<file path="src/rtl/mem_arbiter.sv">
// Two-master memory arbiter in front of a single LSU port.
// One command is accepted in IDLE, performed in a single ACCESS cycle,
// and completed back to its master. Conflicts go round-robin, or to
// master 0 when P_FIXED_PRIO is set.
module mem_arbiter #(
  parameter int unsigned P_FIXED_PRIO = 0
) (
  input  logic        i_clk,
  input  logic        i_reset,
  // master 0 (core)
  input  logic        i_m0_req,
  input  logic [31:0] i_m0_addr,
  input  logic [31:0] i_m0_wdata,
  input  logic        i_m0_wren,
  input  logic [1:0]  i_m0_op,
  input  logic        i_m0_ld_un,
  output logic        o_m0_gnt,
  output logic        o_m0_rvalid,
  output logic [31:0] o_m0_rdata,
  output logic        o_m0_err,
  // master 1 (loader)
  input  logic        i_m1_req,
  input  logic [31:0] i_m1_addr,
  input  logic [31:0] i_m1_wdata,
  input  logic        i_m1_wren,
  input  logic [1:0]  i_m1_op,
  input  logic        i_m1_ld_un,
  output logic        o_m1_gnt,
  output logic        o_m1_rvalid,
  output logic [31:0] o_m1_rdata,
  output logic        o_m1_err,
  // LSU side
  output logic [31:0] o_lsu_addr,
  output logic [31:0] o_st_data,
  output logic        o_lsu_wren,
  output logic [1:0]  o_lsu_op,
  output logic        o_ld_un,
  input  logic [31:0] i_ld_data,
  output logic        o_busy
);

  typedef enum logic {
    S_IDLE   = 1'b0,
    S_ACCESS = 1'b1
  } state_e;

  state_e      state_q, state_d;
  // Last granted master (1 = m1); also identifies the owner during ACCESS.
  logic        ptr_q, ptr_d;
  logic        acc_err_q, acc_err_d;
  logic [31:0] lsu_addr_q, lsu_addr_d;
  logic [31:0] st_data_q, st_data_d;
  logic        lsu_wren_q, lsu_wren_d;
  logic [1:0]  lsu_op_q, lsu_op_d;
  logic        ld_un_q, ld_un_d;
  logic        m0_gnt_q, m0_gnt_d, m1_gnt_q, m1_gnt_d;
  logic        m0_rvalid_q, m0_rvalid_d, m1_rvalid_q, m1_rvalid_d;
  logic        m0_err_q, m0_err_d, m1_err_q, m1_err_d;
  logic [31:0] m0_rdata_q, m0_rdata_d, m1_rdata_q, m1_rdata_d;

  logic        sel_m1;
  logic [31:0] win_addr, win_wdata;
  logic        win_wren, win_ld_un;
  logic [1:0]  win_op;
  logic        win_bad;
  logic [15:0] win_page;

  // Winner selection and command mux; also flags unmapped or read-only writes.
  always_comb begin
    sel_m1 = 1'b0;
    if (i_m0_req && i_m1_req) begin
      sel_m1 = (P_FIXED_PRIO != 0) ? 1'b0 : ~ptr_q;
    end else begin
      sel_m1 = i_m1_req;
    end
    win_addr  = sel_m1 ? i_m1_addr  : i_m0_addr;
    win_wdata = sel_m1 ? i_m1_wdata : i_m0_wdata;
    win_wren  = sel_m1 ? i_m1_wren  : i_m0_wren;
    win_op    = sel_m1 ? i_m1_op    : i_m0_op;
    win_ld_un = sel_m1 ? i_m1_ld_un : i_m0_ld_un;
    win_page  = win_addr[31:16];
    win_bad   = !((win_page == 16'h0000) || (win_page == 16'h1000) ||
                  (win_page == 16'h1001))
                || ((win_page == 16'h1001) && win_wren);
  end

  // Next-state and output logic; handshake pulses default low every cycle.
  always_comb begin
    state_d     = state_q;
    ptr_d       = ptr_q;
    acc_err_d   = acc_err_q;
    lsu_addr_d  = lsu_addr_q;
    st_data_d   = st_data_q;
    lsu_wren_d  = 1'b0;
    lsu_op_d    = lsu_op_q;
    ld_un_d     = ld_un_q;
    m0_gnt_d    = 1'b0;
    m1_gnt_d    = 1'b0;
    m0_rvalid_d = 1'b0;
    m1_rvalid_d = 1'b0;
    m0_err_d    = 1'b0;
    m1_err_d    = 1'b0;
    m0_rdata_d  = m0_rdata_q;
    m1_rdata_d  = m1_rdata_q;
    unique case (state_q)
      S_IDLE: begin
        if (i_m0_req || i_m1_req) begin
          lsu_addr_d = win_addr;
          st_data_d  = win_wdata;
          lsu_wren_d = win_wren && !win_bad;
          lsu_op_d   = win_op;
          ld_un_d    = win_ld_un;
          acc_err_d  = win_bad;
          ptr_d      = sel_m1;
          m0_gnt_d   = !sel_m1;
          m1_gnt_d   = sel_m1;
          state_d    = S_ACCESS;
        end
      end
      S_ACCESS: begin
        if (ptr_q) begin
          m1_rvalid_d = 1'b1;
          m1_err_d    = acc_err_q;
          m1_rdata_d  = acc_err_q ? '0 : i_ld_data;
        end else begin
          m0_rvalid_d = 1'b1;
          m0_err_d    = acc_err_q;
          m0_rdata_d  = acc_err_q ? '0 : i_ld_data;
        end
        state_d = S_IDLE;
      end
      default: state_d = S_IDLE;
    endcase
  end

  // State and output registers; reset aborts any access in flight.
  always_ff @(posedge i_clk or negedge i_reset) begin
    if (!i_reset) begin
      state_q     <= S_IDLE;
      ptr_q       <= 1'b1;
      acc_err_q   <= 1'b0;
      lsu_addr_q  <= '0;
      st_data_q   <= '0;
      lsu_wren_q  <= 1'b0;
      lsu_op_q    <= '0;
      ld_un_q     <= 1'b0;
      m0_gnt_q    <= 1'b0;
      m1_gnt_q    <= 1'b0;
      m0_rvalid_q <= 1'b0;
      m1_rvalid_q <= 1'b0;
      m0_err_q    <= 1'b0;
      m1_err_q    <= 1'b0;
      m0_rdata_q  <= '0;
      m1_rdata_q  <= '0;
    end else begin
      state_q     <= state_d;
      ptr_q       <= ptr_d;
      acc_err_q   <= acc_err_d;
      lsu_addr_q  <= lsu_addr_d;
      st_data_q   <= st_data_d;
      lsu_wren_q  <= lsu_wren_d;
      lsu_op_q    <= lsu_op_d;
      ld_un_q     <= ld_un_d;
      m0_gnt_q    <= m0_gnt_d;
      m1_gnt_q    <= m1_gnt_d;
      m0_rvalid_q <= m0_rvalid_d;
      m1_rvalid_q <= m1_rvalid_d;
      m0_err_q    <= m0_err_d;
      m1_err_q    <= m1_err_d;
      m0_rdata_q  <= m0_rdata_d;
      m1_rdata_q  <= m1_rdata_d;
    end
  end

  assign o_m0_gnt    = m0_gnt_q;
  assign o_m0_rvalid = m0_rvalid_q;
  assign o_m0_rdata  = m0_rdata_q;
  assign o_m0_err    = m0_err_q;
  assign o_m1_gnt    = m1_gnt_q;
  assign o_m1_rvalid = m1_rvalid_q;
  assign o_m1_rdata  = m1_rdata_q;
  assign o_m1_err    = m1_err_q;
  assign o_lsu_addr  = lsu_addr_q;
  assign o_st_data   = st_data_q;
  assign o_lsu_wren  = lsu_wren_q;
  assign o_lsu_op    = lsu_op_q;
  assign o_ld_un     = ld_un_q;
  assign o_busy      = (state_q != S_IDLE);

endmodule

</file>
<file path="config.mk">
export PLATFORM = sky130hd
export DESIGN_NAME = mem_arbiter
export DESIGN_NICKNAME = d
export VERILOG_FILES = /design/src/rtl/mem_arbiter.sv
export SDC_FILE = /design/constraint.sdc
export NUM_CORES = 1
export LEC_CHECK = 0
export ABC_AREA = 1
export CORE_ASPECT_RATIO = 0.9
export CORE_MARGIN = 5
export CORE_UTILIZATION = 32
export DETAILED_ROUTE_END_ITERATION = 8
export PLACE_DENSITY = 0.7
export SLEW_MARGIN = 20
export SYNTH_ARGS = -nofsm -noshare
export SYNTH_HDL_FRONTEND = slang
export SYNTH_SLANG_ARGS = --single-unit
</file>
<file path="constraint.sdc">
create_clock -name i_clk -period 4.4 [get_ports i_clk]
set_input_delay 1.1 -clock i_clk [delete_from_list [all_inputs] [get_ports i_clk]]
set_output_delay 1.1 -clock i_clk [all_outputs]
set_load 0.05 [all_outputs]
</file>
==> results of run 1 <==
stage by stage:
| stage | utilization | hold WS (ps) | total power, µW |
|---|---|---|---|
| 6_report | 0.528 | 477 | 4310 |
| 3_5_place_dp | 0.498 | 464 | 2930 |
| 4_1_cts | 0.528 | 481 | 4370 |
| 2_1_floorplan | - | 477 | 2340 |
| 5_1_grt | 0.528 | 499 | 4510 |
| 3_3_place_gp | 0.498 | 461 | 2920 |
critical path, delay by kind of cell:
| family | cells | cell delay (ps) |
|---|---|---|
| and+or+nand+nor | 6 | 870 |
| AOI/OAI and AO/OA | 1 | 440 |
| buffers and inverters | 1 | 870 |
layer usage:
layer | global-route usage | vias to the layer above | share of wire
met5 | 0 | - | 0
met3 | 0.0744 | 29 | 0.10
met4 | 0.0530 | 0 | 0.019
met2 | 0.287 | 231 | 0.47
met1 | 0.217 | 2661 | 0.40
li1 | - | 2811 | -
area by class of cell:
class / count / share of cell area
clock buffer: 19 / 0.0442
clock inverter: 12 / 0.0136
inverter: 54 / 0.0202
multi-input combinational: 475 / 0.222
sequential: 141 / 0.352
tap: 250 / 0.0312
timing repair buffer: 318 / 0.317
cells in the final DEF, fill, tap and decap left out, drive strengths merged, types with 9 or more instances in the layout:
| master | count |
|---|---|
| nand3 | 32 |
| nor2 | 71 |
| clkbuf | 19 |
| o21ai | 63 |
| inv | 56 |
| buf | 9 |
| dfrtp | 140 |
| mux2 | 32 |
| nand3b | 10 |
| nand2 | 261 |
| clkdlybuf4s50 | 309 |
cells by family (layout without fill, tap and decap cells):
family	after synthesis	in the layout
AO/OA/AOI/OAI	67	67
buffers and inverters	91	403
flip-flops	141	141
multiplexers	32	32
AND/OR/NAND/NOR	376	376
worst max-delay path by stage:
| stage | slack (ps) | from | to |
|---|---|---|---|
| 4_1_cts | 1450 | i_m1_req | acc_err_q$_DFFE_PN0P_ |
| 3_3_place_gp | 1020 | i_m1_req | acc_err_q$_DFFE_PN0P_ |
| 6_report | 1400 | i_m1_req | acc_err_q$_DFFE_PN0P_ |
| 5_1_grt | 1230 | i_m1_req | o_st_data[7]$_DFFE_PN0P_ |
| 2_1_floorplan | 2230 | i_m1_req | o_st_data[10]$_DFFE_PN0P_ |
| 3_5_place_dp | 1010 | i_m1_req | acc_err_q$_DFFE_PN0P_ |
power breakdown:
| group | internal, µW | leakage, µW | switching (µW) |
|---|---|---|---|
| clock network | 851 | 0.000276 | 564 |
| registers | 1440 | 0.00182 | 89.7 |
| logic | 485 | 0.00263 | 879 |
| total | 2780 | 0.00473 | 1530 |
flip-flops by register name, summed over array words and instances, names as in the netlist:
register	count
o_st_data	32
o_m0_gnt	1
o_m1_rvalid	1
acc_err_q	1
o_m0_rvalid	1
o_lsu_wren	1
o_lsu_addr	32
o_ld_un	1
o_m1_rdata	32
o_m1_gnt	1
o_m0_rdata	32
o_busy	1
o_lsu_op	2
ptr_q	1
o_m1_err	1
o_m0_err	1
==> metrics.txt, run 1 <==
status completed; RSZ-0062 raised after global routing false; final period utilization 0.681; final net count 1179; post-synthesis mux area share 0.0588; Critical Path Start Type input port; starting density of the core 0.323; Worst R2R Start ptr_q$_DFFE_PN1P_; WP data required 4700 ps; fin crit period 3000 ps; FP Rows 48; flop-to-flop setup slack 2160 ps; Top FF cell, synth dfrtp_1; vias in the first global route 5935; PortBufs 310; Reg area 3530 µm²; worst hold-check path type reg2reg; # Max-Cap Violations 0; crit-path most repeated cell nor2_1; CTS Buf Count 17; Avg Cell Area, Syn 8.66 µm²; worst-path maximum fanout 45; Core Box Area 19000 µm²; crit path kind in2reg; crit path max-delay cell type clkdlybuf4s50_1; sequential area share after synthesis 0.576; cell area after placement 9450 µm²; RR Endpoint acc_err_q$_DFFE_PN0P_; via count 5732; Post-Synth Simple-Gate Area 0.248; Die Y 141 µm; Critical Path AT 3300 ps; Starting DRT DRC Count 212; initial antenna violation count 0; clock root buffer master clkbuf_16; H-tree depth 4; Area Growth Syn to Fin 63.6%; Post-CTS Setup Bufs 0; hold endpoint o_m1_rdata[29]$_DFFE_PN0P_; Post-synth EDFFs 0; Detailed Route WL 19700 µm; drc violations 0; Peak VDD IR 0.000241 V; Clock transition at path regs 60 ps; Final Max Tran Viols 0; Syn Inst Count 707; Final Worst Setup Slack 1400 ps; CP Capture Type flop; area of the multi-input gates 2220 µm²; complex-gate fraction of the synthesized area 0.0558; cts hold-fix bufs 0; cts repair resizes 0; Lkg Pwr 0.00473 µW; FF-to-FF path depth 10; post-synthesis cell area 6130 µm²; Die ar. 22000 µm²; grt ovf 0; total I/O pin count 311; FMAX 334 MHz; Die X 156 µm; min-delay src o_m1_rdata[29]$_DFFE_PN0P_; routed vias/inst 4.52; largest family of logic cells by synthesized area simple AND/OR/NAND/NOR gates; worst skew pair latency 410 ps; final hold vios 0; Tot GR Track Use 0.177; ys async rst share 1.00; fraction of layout cells with a size suffix above 1 0.0785; n_diodes 0; final std cells w/o fill 1269; PD cells 430 nW/µm²; distinct cell type count after synthesis 25; most common cell in the synthesized netlist nand2_1; Final Setup Violations 0; pin count of the biggest net entering global routing 84; worst slack at placement 1010 ps; leading post-synthesis cells by cell area dfrtp_1 (57%), nand2_1 (16%), mux2_2 (5.9%), o21ai_0 (4.4%), nor2_1 (4.2%); gpl congestion 0.820; CTS tree yes; final instance area 10000 µm²; TritonRoute pass-1 iters 6; Synth top area share 0.572; Routed WL per cell 15.5 µm; Relative slew margins 0.304; Synth Warn # 0; DRT antenna net count 0; Post-synth top cells nand2_1 (259), dfrtp_1 (140), nor2_1 (69), o21ai_0 (54), inv_1 (50); worst hold stages 2; actual slew at the worst max-slew pin 1040 ps; Max stage delay on crit path 870 ps; Final Skew 11.4 ps; Critical Path, Cell by Cell clkdlybuf4s50_1 -> nand2_4 -> o21ai_0 -> nand2_1 -> nor2_1 -> nand2_1 -> nor2_1 -> nor2_1; Post-Syn Nets 879; hpwl dp 14200 µm; global-route wire length before repair 31000 µm; clk sinks 141; xor/xnor share of the synthesized area 0; adder-cell area share of the yosys netlist 0; Placed Instances 1238; fill count 1796; setup total negative slack 0 ps; Synth area leader dfrtp_1; Yosys reg bits 141; maximum buffer depth of the clock tree 2
(Power assumes the default switching activity.)
==> inputs of run 2 (changes only) <==
PLACE_DENSITY = 0.72   (was 0.7)
clock period = 2.5 ns   (was 4.4 ns; I/O delays follow)
==> run 2 against run 1 <==
Clock power up 81%. Core utilization up 1.0 points. Final cell count up 0.95%. Count of clock-buffer cells in the layout up 2. Sequential share of layout area down 0.66 points. Critical endpoint is now o_m1_rdata[0]. Largest cell class unchanged. Largest power group unchanged. Highest routed layer unchanged.
==> metrics.txt, run 2 (same netlist as run 1, synthesis figures left out) <==
FMAX 443 MHz; total I/O pin count 311; H-tree depth 4; CP Capture Type output port; final std cells w/o fill 1281; critical path depth 1; Core Box Area 19000 µm²; Die ar. 22000 µm²; Lkg Pwr 0.00482 µW; crit path buf inv count 1; internal power 5000 µW; Final Max Tran Viols 0; Worst R2R Start ptr_q$_DFFE_PN1P_; Peak VDD IR 0.000441 V; Placed Instances 1249; Die Y 141 µm; setup total negative slack 0 ps; grt ovf 0; Relative slew margins 0.554; FF-to-FF path depth 8; CTS tree yes; initial antenna violation count 0; hpwl dp 14800 µm; fraction of layout cells with a size suffix above 1 0.0892; WP data required 1880 ps; worst-path maximum fanout 2; Routed WL per cell 15.6 µm; Post-CTS Setup Bufs 0; final hold vios 0; Critical Path AT 1630 ps; FP Rows 48; clk sinks 141; Critical Path, Cell by Cell clkdlybuf4s50_1; Die X 156 µm; n_diodes 0; CP delay by family, top buffers and inverters; Gate power share 0.319; CP startpoint o_m1_rdata[0]$_DFFE_PN0P_; cts repair resizes 0; PortBufs 310; routed vias/inst 4.52; flop-to-flop setup slack 790 ps; pin count of the biggest net entering global routing 64; Starting DRT DRC Count 204; status completed; CTS Buf Count 17; Final Setup Violations 0; clock root buffer master clkbuf_16; final net count 1190; gpl congestion 0.836; most common cell after layout, fill and taps aside clkdlybuf4s50_1; TritonRoute pass-1 iters 5; Critical Path Start Type flop; worst setup path endpoint o_m1_rdata[0]; Max stage delay on crit path 840 ps; via count 5788; crit path max-delay cell type clkdlybuf4s50_1; DRT antenna net count 0; most frequent cells in the layout clkdlybuf4s50_1 (309), nand2_1 (259), dfrtp_1 (140); RR Endpoint o_st_data[0]$_DFFE_PN0P_; # Max-Cap Violations 0; clock power share 0.333; cell area after placement 9620 µm²; Area Growth Syn to Fin 66.8%; RSZ-0062 raised after global routing false; NetSw 2720 µW; Tot GR Track Use 0.183; global-route wire length before repair 31900 µm; starting density of the core 0.323; vias in the first global route 5935; Detailed Route WL 20000 µm; actual slew at the worst max-slew pin 669 ps; drc violations 0; crit path kind reg2out; maximum buffer depth of the clock tree 2; final period utilization 0.904; cts hold-fix bufs 0; Final Skew 9.33 ps; Clock transition at path regs 60 ps; PD cells 756 nW/µm²; worst hold-check path type in2async; Net Sw Frac 0.352; fin crit period 2260 ps; final instance area 10200 µm²; worst skew pair latency 410 ps; sequential share of power 0.348
-- run 2: cell count changes in the layout (fill, tap and decap cells not counted) --
cell	before	now
clkinv_2	2	1
clkbuf_8	1	3
buf_12	1	8
buf_4	7	11
-- run 2: worst min-delay path by stage --
stage / cells past startpoint / endpoint / slack, ps / start
after global placement: 2 / o_m1_rdata[15]$_DFFE_PN0P_ / 460 / o_m1_rdata[15]$_DFFE_PN0P_
final: 1 / o_m1_rdata[11]$_DFFE_PN0P_ / 210 / i_reset
after floorplan: 0 / acc_err_q$_DFFE_PN0P_ / 330 / i_reset
after global routing: 1 / o_m0_rdata[2]$_DFFE_PN0P_ / 250 / i_reset
after detailed placement: 2 / o_m1_rdata[19]$_DFFE_PN0P_ / 460 / o_m1_rdata[19]$_DFFE_PN0P_
after CTS: 1 / o_m0_rdata[2]$_DFFE_PN0P_ / 220 / i_reset
-- run 2: stage by stage --
stage,power (µW),setup WS [ps],hold slack (ps),util
3_5_place_dp,5220,264,464,0.507
3_3_place_gp,5210,286,462,0.507
6_report,7730,241,208,0.538
4_1_cts,7840,198,218,0.538
5_1_grt,8090,189,245,0.538
2_1_floorplan,4120,768,329,-
-- run 2: power by group through the flow --
stage	sequential [µW]	combinational (µW)	clock, µW
floorplan	3620	498	0
global placement	2720	2480	0
detailed placement	2720	2500	0
CTS	2690	2500	2650
global route	2730	2620	2740
finish	2690	2470	2570
-- run 2: per-layer routing --
layer | vias to the layer above | global-route usage | wire length, µm
met3 | 18 | 0.0622 | 1890
met2 | 211 | 0.299 | 9380
met5 | - | 0 | 0
met1 | 2720 | 0.231 | 8540
li1 | 2839 | - | -
met4 | 0 | 0.0520 | 235
-- run 2: layout make-up --
class,instances,area (µm²)
Multi-Input combinational cell,475,2220
Inverter,54,203
Tap cell,250,313
Sequential cell,141,3530
Timing Repair Buffer,329,3350
Clock inverter,11,131
Fill cell,1750,8760
Clock buffer,21,470
